--- config.mk ---
export PLATFORM = sky130hd
export DESIGN_NAME = fp_regfile
export DESIGN_NICKNAME = d
export VERILOG_FILES = /design/src/rtl/fp_regfile_pkg.sv /design/src/rtl/fp_scoreboard.sv /design/src/rtl/fp_regfile.sv
export SDC_FILE = /design/constraint.sdc
export NUM_CORES = 2
export LEC_CHECK = 0
export ABC_CLOCK_PERIOD_IN_PS = 105500
export BUFFER_PORTS_ARGS = -buffer_cell sky130_fd_sc_hd__buf_4
export CAP_MARGIN = 20
export CORE_AREA = 2 2 463 235
export DETAILED_ROUTE_END_ITERATION = 10
export DIE_AREA = 0 0 465 237
export GPL_ROUTABILITY_DRIVEN = 0
export PLACE_DENSITY_LB_ADDON = 0.2
export SLEW_MARGIN = 20
export SYNTH_ARGS = -nofsm -noshare
export SYNTH_HDL_FRONTEND = slang
export SYNTH_SLANG_ARGS = --single-unit
--- constraint.sdc ---
create_clock -name clk -period 105.5 [get_ports clk]
set_clock_uncertainty 0.15 [all_clocks]
set_input_delay 15.825 -clock clk [delete_from_list [all_inputs] [get_ports clk]]
set_output_delay 15.825 -clock clk [all_outputs]
set_load 0.005 [all_outputs]
--- src/rtl/fp_regfile_pkg.sv ---
// ---------------------------------------------------------------------------
// fp_regfile_pkg
// Shared CPU constants for the floating-point register file and its
// load-use scoreboard: register count, register width, register-index
// width and the value every FP register takes while reset is held.
// ---------------------------------------------------------------------------
package fp_regfile_pkg;

   localparam int FP_NREG = 32;
   localparam int FP_XLEN = 32;
   localparam int FP_AW   = 5;

   localparam logic [FP_XLEN-1:0] FP_RESET_VAL = 32'h0000_0000;

   typedef logic [FP_AW-1:0] fp_idx_t;

endpackage

--- src/rtl/fp_scoreboard.sv ---
// ---------------------------------------------------------------------------
// fp_scoreboard
// One pending bit per FP register, marking a destination whose long-latency
// producer (FLW) is still in flight, plus the decode stall compare.
//
// Ports
//   clk, rst              clock, asynchronous active-high reset
//   pend_set, pend_addr   producer issued this cycle; marks pend_addr pending
//   we, rd_addr           writeback; clears the pending bit of rd_addr
//   kill, kill_addr       flushed producer; clears the pending bit of kill_addr
//   rs1_addr, rs2_addr    decode read addresses
//   use1, use2            decode actually reads the FP operand on that port
//   bypass1, bypass2      the writeback this cycle supplies that port
//   stall                 an operand that decode needs is not available yet
//   pend_vec              registered pending bits
// ---------------------------------------------------------------------------
module fp_scoreboard
   import fp_regfile_pkg::*;
#(
   parameter int NREG = FP_NREG
) (
   input  logic             clk,
   input  logic             rst,
   input  logic             pend_set,
   input  logic [FP_AW-1:0] pend_addr,
   input  logic             we,
   input  logic [FP_AW-1:0] rd_addr,
   input  logic             kill,
   input  logic [FP_AW-1:0] kill_addr,
   input  logic [FP_AW-1:0] rs1_addr,
   input  logic [FP_AW-1:0] rs2_addr,
   input  logic             use1,
   input  logic             use2,
   input  logic             bypass1,
   input  logic             bypass2,
   output logic             stall,
   output logic [NREG-1:0]  pend_vec
);

   logic [NREG-1:0] pend_q;
   logic [NREG-1:0] set_mask;
   logic [NREG-1:0] clr_mask;

   // Set and clear are built as independent one-hot masks so that a set on
   // one index and a clear on another both land on the same edge. Applying
   // the set after the clear makes a new producer win over a retiring one
   // that targets the same register.
   always_comb begin
      set_mask = '0;
      clr_mask = '0;
      if (pend_set) set_mask = set_mask | (NREG'(1) << pend_addr);
      if (we)       clr_mask = clr_mask | (NREG'(1) << rd_addr);
      if (kill)     clr_mask = clr_mask | (NREG'(1) << kill_addr);
   end

   // Pending bits: cleared asynchronously so a reset wipes the scoreboard
   // without waiting for a clock, and nothing issued under reset survives.
   always_ff @(posedge clk or posedge rst) begin
      if (rst) begin
         pend_q <= '0;
      end else begin
         pend_q <= (pend_q & ~clr_mask) | set_mask;
      end
   end

   // The stall looks only at registered pending bits. A producer issued in
   // this same cycle is caught by the EX/MEM hazard check instead, and a
   // writeback arriving this cycle releases its consumer through the bypass.
   always_comb begin
      stall = (use1 & pend_q[rs1_addr] & ~bypass1) |
              (use2 & pend_q[rs2_addr] & ~bypass2);
   end

   assign pend_vec = pend_q;

endmodule

--- src/rtl/fp_regfile.sv ---
// ---------------------------------------------------------------------------
// fp_regfile
// Floating-point register file f0..f31 (f0 is an ordinary register) with two
// combinational read ports, one write port with write-through bypass, and a
// load-use scoreboard that stalls decode on operands still in flight.
//
// Ports
//   clk, rst               clock, asynchronous active-high reset
//   rs1_addr, rs2_addr     read addresses (ALU operand1 / operand2)
//   use1, use2             decoded instruction reads that FP operand
//   rs1_data, rs2_data     read data, zero-cycle latency
//   we, rd_addr, rd_data   writeback port
//   pend_set, pend_addr    long-latency producer issued, destination index
//   kill, kill_addr        flushed producer, destination index
//   stall                  hold decode
//   pend_vec               registered scoreboard bits
// ---------------------------------------------------------------------------
module fp_regfile
   import fp_regfile_pkg::*;
#(
   parameter int NREG = FP_NREG,
   parameter int XLEN = FP_XLEN
) (
   input  logic             clk,
   input  logic             rst,
   input  logic [FP_AW-1:0] rs1_addr,
   input  logic [FP_AW-1:0] rs2_addr,
   input  logic             use1,
   input  logic             use2,
   output logic [XLEN-1:0]  rs1_data,
   output logic [XLEN-1:0]  rs2_data,
   input  logic             we,
   input  logic [FP_AW-1:0] rd_addr,
   input  logic [XLEN-1:0]  rd_data,
   input  logic             pend_set,
   input  logic [FP_AW-1:0] pend_addr,
   input  logic             kill,
   input  logic [FP_AW-1:0] kill_addr,
   output logic             stall,
   output logic [NREG-1:0]  pend_vec
);

   logic [XLEN-1:0] regs [NREG];
   logic            bypass1;
   logic            bypass2;

   // Register storage. Writes presented while reset is held are lost on
   // purpose; nothing is replayed after reset releases.
   always_ff @(posedge clk or posedge rst) begin
      if (rst) begin
         for (int i = 0; i < NREG; i++) begin
            regs[i] <= XLEN'(FP_RESET_VAL);
         end
      end else if (we) begin
         regs[rd_addr] <= rd_data;
      end
   end

   // Write-through bypass: a port reading the register being written this
   // cycle sees the new value immediately. Reset forces both ports to the
   // reset constant so a write attempted during reset is never visible.
   always_comb begin
      bypass1  = we & (rd_addr == rs1_addr);
      bypass2  = we & (rd_addr == rs2_addr);
      rs1_data = bypass1 ? rd_data : regs[rs1_addr];
      rs2_data = bypass2 ? rd_data : regs[rs2_addr];
      if (rst) begin
         rs1_data = XLEN'(FP_RESET_VAL);
         rs2_data = XLEN'(FP_RESET_VAL);
      end
   end

   fp_scoreboard #(
      .NREG (NREG)
   ) u_scoreboard (
      .clk       (clk),
      .rst       (rst),
      .pend_set  (pend_set),
      .pend_addr (pend_addr),
      .we        (we),
      .rd_addr   (rd_addr),
      .kill      (kill),
      .kill_addr (kill_addr),
      .rs1_addr  (rs1_addr),
      .rs2_addr  (rs2_addr),
      .use1      (use1),
      .use2      (use2),
      .bypass1   (bypass1),
      .bypass2   (bypass2),
      .stall     (stall),
      .pend_vec  (pend_vec)
   );

endmodule
# ---- Word level (Yosys, flattened, before mapping)
# Cells that the tools add are included.
dict set report totals {
  regBits 1056
  inputBits 64
  out_inout_bits 97
  wordCells 81
}
dict set report op_classes {
  magnitude_cmp 6
  n_eq_ne 2
  shift 3
  n_mux 20
  bitwise_logic 16
  reduce_logical 1
}
# cell n
set op_table {}
lappend op_table {{$bwmux 1024} 1}
lappend op_table {{$mux 32} 12}
lappend op_table {{$bmux 32 s5} 2}
lappend op_table {{$demux 32 s5} 1}
lappend op_table {{$shl 1x5->32 const A} 3}
lappend op_table {{$or 32x32->32} 2}
lappend op_table {{$and 32x32->32} 1}
lappend op_table {{$not 32->32} 1}
lappend op_table {{$ge 6x6->1 const B} 3}
lappend op_table {{$not 5->6} 3}
lappend op_table {{$lt 5x6->1 const B} 2}
lappend op_table {{$bmux 1 s5} 2}
lappend op_table {{$eq 5x5->1} 2}
lappend op_table {{$and 1x1->1} 6}
lappend op_table {{$lt 6x1->1 const B} 1}
lappend op_table {{$mux 1} 2}
lappend op_table {{$not 1->1} 2}
lappend op_table {{$logic_and 1x1->1} 1}
lappend op_table {{$or 1x1->1} 1}

# ---- Logic depth before layout (Yosys ltp)
dict set report logic_depth {
  word_depth 7
  depth_mapped 9
  depth_no_buf 5
}

# ---- By module
# From an unflattened synthesis, not the netlist that was laid out.
dict set report hier_totals {
  hier_cells 4141
  area_unflattened_um2 58130.8
}
# module instances cells_per_inst area_each_um2 seq_area_each_um2
set by_module_without_submodules {}
lappend by_module_without_submodules {fp_regfile 1 3930 55841.1 25624.6}
lappend by_module_without_submodules {fp_scoreboard 1 211 2289.7 800.8}

# ---- Least setup slack after synthesis
# OpenSTA, ideal clock, no wires.
dict set report synth_path {
  path_type {input port to output port}
  startpoint {input rst}
  endpoint {output rs1_data[0]}
  arrival_ps 41901
  path_slack_ps 47624
  path_stages 4
  n_path_buf 0
  path_cell_list {inv_1 > o211ai_1 > a211oi_1 > a211o_1}
}
dict set report synth_between {
  elab_chain_len 1
}
# element line_no
set synth_rtl {}
lappend synth_rtl {{start, declared} fp_regfile.sv:25} ;# input logic rst,
lappend synth_rtl {{$mux 32} fp_regfile.sv:67} ;# if (rst) begin
lappend synth_rtl {{end, declared} fp_regfile.sv:30} ;# output logic [XLEN-1:0] rs1_data,
# No other way between the ends.

# ---- Final worst setup path
dict set report layout_path {
  startpoint {input rs2_addr[0]}
  endpoint {output rs2_data[28]}
}
dict set report layout_between {
  elab_chain_len 6
  word_cells_on_any_way 8
  cone_classes {1 x eq/ne; 5 x mux; 2 x bitwise}
}
# element line_no
set layout_rtl {}
lappend layout_rtl {{start, declared} fp_regfile.sv:27} ;# input logic [FP_AW-1:0] rs2_addr,
lappend layout_rtl {{$not 5->6 (implied by the code)} fp_regfile.sv:66} ;# rs2_data = bypass2 ? rd_data : regs[rs2_addr];
lappend layout_rtl {{$bmux 32 s5} fp_regfile.sv:66}
lappend layout_rtl {{$mux 32 (implied by the code) (2 in a row)} fp_regfile.sv:66}
lappend layout_rtl {{$mux 32 *} fp_regfile.sv:66}
lappend layout_rtl {{$mux 32 *} fp_regfile.sv:67}
lappend layout_rtl {{end, declared} fp_regfile.sv:31} ;# output logic [XLEN-1:0] rs2_data,
# Mark *: on every way between the ends. The rest lies on a longest branch, timed or not. The select of a mux whose other input is x is not followed.

==> out/metrics.cfg <==
[power]
p_int_mw = 0.8458
p_sw_mw = 0.3327
pwr_density_cell_nw_per_um2 = 18.63
p_leak_nw = 27.84
ir_drop_mv = 0.01395
power_frac_clock_pct = 32.2
combPwrFrac_pct = 21.3
sequentialPowerShare_pct = 46.6
switching_share_pct = 28.23

[finish]
post-route-util_pct = 59.42
nets = 4027
areaGrowthSynthToFinish_pct = 9.109
layout-drive-gt1-share_pct = 46.85

[place]
dp_slack_ns = 68.97
hpwl_mm = 104.6
port_buffers = 160

[drt]
post_drt_wl_per_cell_um = 35.44
ant_nets = 0
route.vias.total = 39732
drt_iter0_drc = 5444
drt-total-wl_mm = 194.2
avgViaCountPerCell = 7.252
drc_errors = 0
first_pass_iters = 6

[sta]
finalSetupViolCount = 0
clock.fmax_mhz = 27.37
finalCritPeriodShare_pct = 34.63
rsz0062_at_grt = no
max_slew_margin_pct = 18.51
hold_violations = 0
tightestPinTransition_ns = 1.222
setup_tns_ns = 0
drv_slew = 0
fin_ws_ns = 68.97
hold_ws_ns = 0.3714
post-route-min-period_ns = 36.53

[cts]
clockRootBuffer = clkbuf_16
cts_tree = yes
cts.sinks = 1056
cts_setup_buffers = 0
postCtsHoldBufs = 0
ctsResizeCount = 0
cts_buffers = 95
clkTransAtPathRegs_ns = 0.06
cts.htree.levels = 3
cts_buffer_depth = 3
clock_latency_ns = 0.70

[synthesis]
synth_simple_gate_area_share_pct = 2.855
netlist_area_sq_um = 57980
synth_fa_ha_area_share_pct = 0
synth_cell_types = 54
synth_top_family_by_area = multiplexers
synth_mux_area_share_pct = 41.24
synth_area_per_cell_sq_um = 14.26
ys_ff_latch = 1056
synth-xor-area-share_pct = 0.1511
syn-num-nets = 4131
synthFlopType = dfrtp_1
async_reset_ff_share_pct = 100.0
synth_compound_area_share_pct = 6.431
yosysWarnings = 0
synth_edf_count = 0
synth_cells = 4067
ys_seq_area_share_pct = 45.58

[floorplan]
coreArea_sq_um = 106500
die_w_um = 465
die-area_sq_um = 110200
io_pins = 161
die_h_um = 237
num_rows = 85
initial_core_util_pct = 54.46

[critical_path]
timing.rr.start = u_scoreboard.pend_vec[1]
max_stage_delay_ns = 0.79
cp_common_cell = buf_4
r2r_setup_slack_ns = 104.45
end_kind = output pin
crit_chain = buf_8 -> buf_4 -> buf_12 -> buf_4 -> mux4_2 -> nor2b_1 -> a211oi_1 -> a21oi_1 -> a221o_1 -> buf_4
r2r_end = u_scoreboard.pend_vec[1]
r2r_cells = 1
critPathKind = input pin to output pin
worst-path-max-fanout = 97
timing.critical_path.required_ns = 89.53
cp-start-kind = input pin
cp.depth = 10
critical_path.slowest_cell = buf_4
critPathBufInv = 5
cp.arrival_ns = 20.56
crit_family = buffers and inverters

[flow_run]
drv_cap = 0

[worst_hold_path]
holdPathEnd = regs[819]
whs_path_depth = 1
hp-class = flip-flop to flip-flop
min_from = regs[819]

[status]
status = completed

[global_routing]
grt_max_degree = 184
grt_pass1_vias = 39109
grtUsageTotal_pct = 35.38
antenna_found_initial = 9
grt_pass1_wl_mm = 282.9
grt_overflow = 0

-- cells in the final DEF, fill, tap and decap left out, types with 13 or more instances in the layout --
master,synthesis,layout
dfrtp_1,1056,1056
mux2_2,996,996
mux4_2,399,399
mux2i_1,327,327
buf_4,33,224
clkbuf_16,0,99
a221oi_1,92,92
nand2_1,98,86
a211oi_1,76,76
a21oi_1,65,65
nor3_1,60,57
o21ai_0,49,49
a221o_1,48,48
a211o_1,40,40
and3_1,35,35
clkbuf_8,0,30
mux2_4,29,29
nor2b_1,32,28
nor2_1,42,28
a22oi_1,28,28
a32o_1,19,19
clkinv_2,0,19
nand2b_1,17,17
nor2_4,0,15
a22o_1,13,13
nand3_1,17,13
a2111oi_0,13,13
-- flip-flops by register name, indices dropped and copies added (netlist names) --
register / count
regs: 1024
u_scoreboard.pend_vec: 32
-- synth_stat cells (2+ instances only) --
master	count	area share, %
a211o_1	40	0.60
inv_1	3	0.019
a22oi_1	28	0.36
nor2_1	42	0.27
nor2b_1	32	0.35
o21ai_1	6	0.052
mux2_4	29	0.75
or3_1	4	0.043
mux4_2	399	15
a211oi_1	76	0.98
a221o_1	48	0.83
buf_1	46	0.30
a32o_1	19	0.33
buf_6	34	0.66
nand2b_1	17	0.18
nor3b_1	11	0.14
and3_1	35	0.38
o21ai_0	49	0.42
nor3_1	60	0.52
xnor2_1	9	0.14
nand4_1	2	0.022
a31oi_1	3	0.032
o31ai_1	2	0.026
a2111oi_0	13	0.20
and3b_1	3	0.045
nand3_1	17	0.15
a221oi_2	12	0.31
a221oi_1	92	1.4
buf_2	99	0.85
and2_1	5	0.054
dfrtp_1	1056	46
clkbuf_1	228	1.5
mux2_2	996	19
buf_4	33	0.43
nand2_1	98	0.63
a22o_1	13	0.20
a21oi_1	65	0.56
mux2i_1	327	5.6
-- cell families (layout without fill, tap and decap cells) --
kind of cell | count (synthesis) | after routing
other cells | 0 | 6
compound gates | 473 | 473
simple gates | 332 | 332
mux | 1751 | 1751
buf+inv | 445 | 416
xor+xnor | 10 | 10
flops | 1056 | 1056
-- metrics by stage --
step	cell area [sq um]	std cells	total power [mW]
after detailed placement	59870	5300	0.7996
after global placement	59850	5299	0.7901
after floorplan	57980	4067	0.7278
after CTS	63210	5472	1.176
after global routing	63250	5476	1.225
final	63260	5479	1.179
-- power by group through the flow --
stage / sequential [mW] / clock (mW) / combinational [mW]
after floorplan: 0.532 / 0 / 0.196
after global placement: 0.548 / 0 / 0.242
after detailed placement: 0.551 / 0 / 0.248
after CTS: 0.545 / 0.382 / 0.249
after global routing: 0.558 / 0.400 / 0.268
final: 0.549 / 0.379 / 0.251
-- routing by layer --
metal | vias to the layer above | track usage [%] | part of all wire [%]
li1 | 15593 | - | -
met1 | 21295 | 54.94 | 44
met2 | 2440 | 46.93 | 40
met3 | 400 | 11.05 | 13
met4 | 4 | 10.99 | 3.2
met5 | - | 0 | 0.011
-- area by class of cell --
cell class | count | area [sq um]
diodes | 6 | 15.01
clock buffers | 137 | 2910
clock inverters | 35 | 424.2
fillers | 8232 | 43200
inverters | 5 | 30.03
multi-input cells | 2566 | 29710
flip-flops and latches | 1056 | 26430
well taps | 1435 | 1795
repair buffers | 239 | 1953
-- how the worst max path moves through the flow --
stage                     slack [ns]        start            to
after floorplan                47.62          rst   rs1_data[0]
after global placement         69.03  rs2_addr[0]  rs2_data[28]
after detailed placement       68.97  rs2_addr[0]  rs2_data[28]
after CTS                      68.95  rs2_addr[0]  rs2_data[28]
after global routing           68.67  rs2_addr[0]  rs2_data[28]
final                          68.97  rs2_addr[0]  rs2_data[28]
No activity file was read; power rests on OpenSTA's default activity.
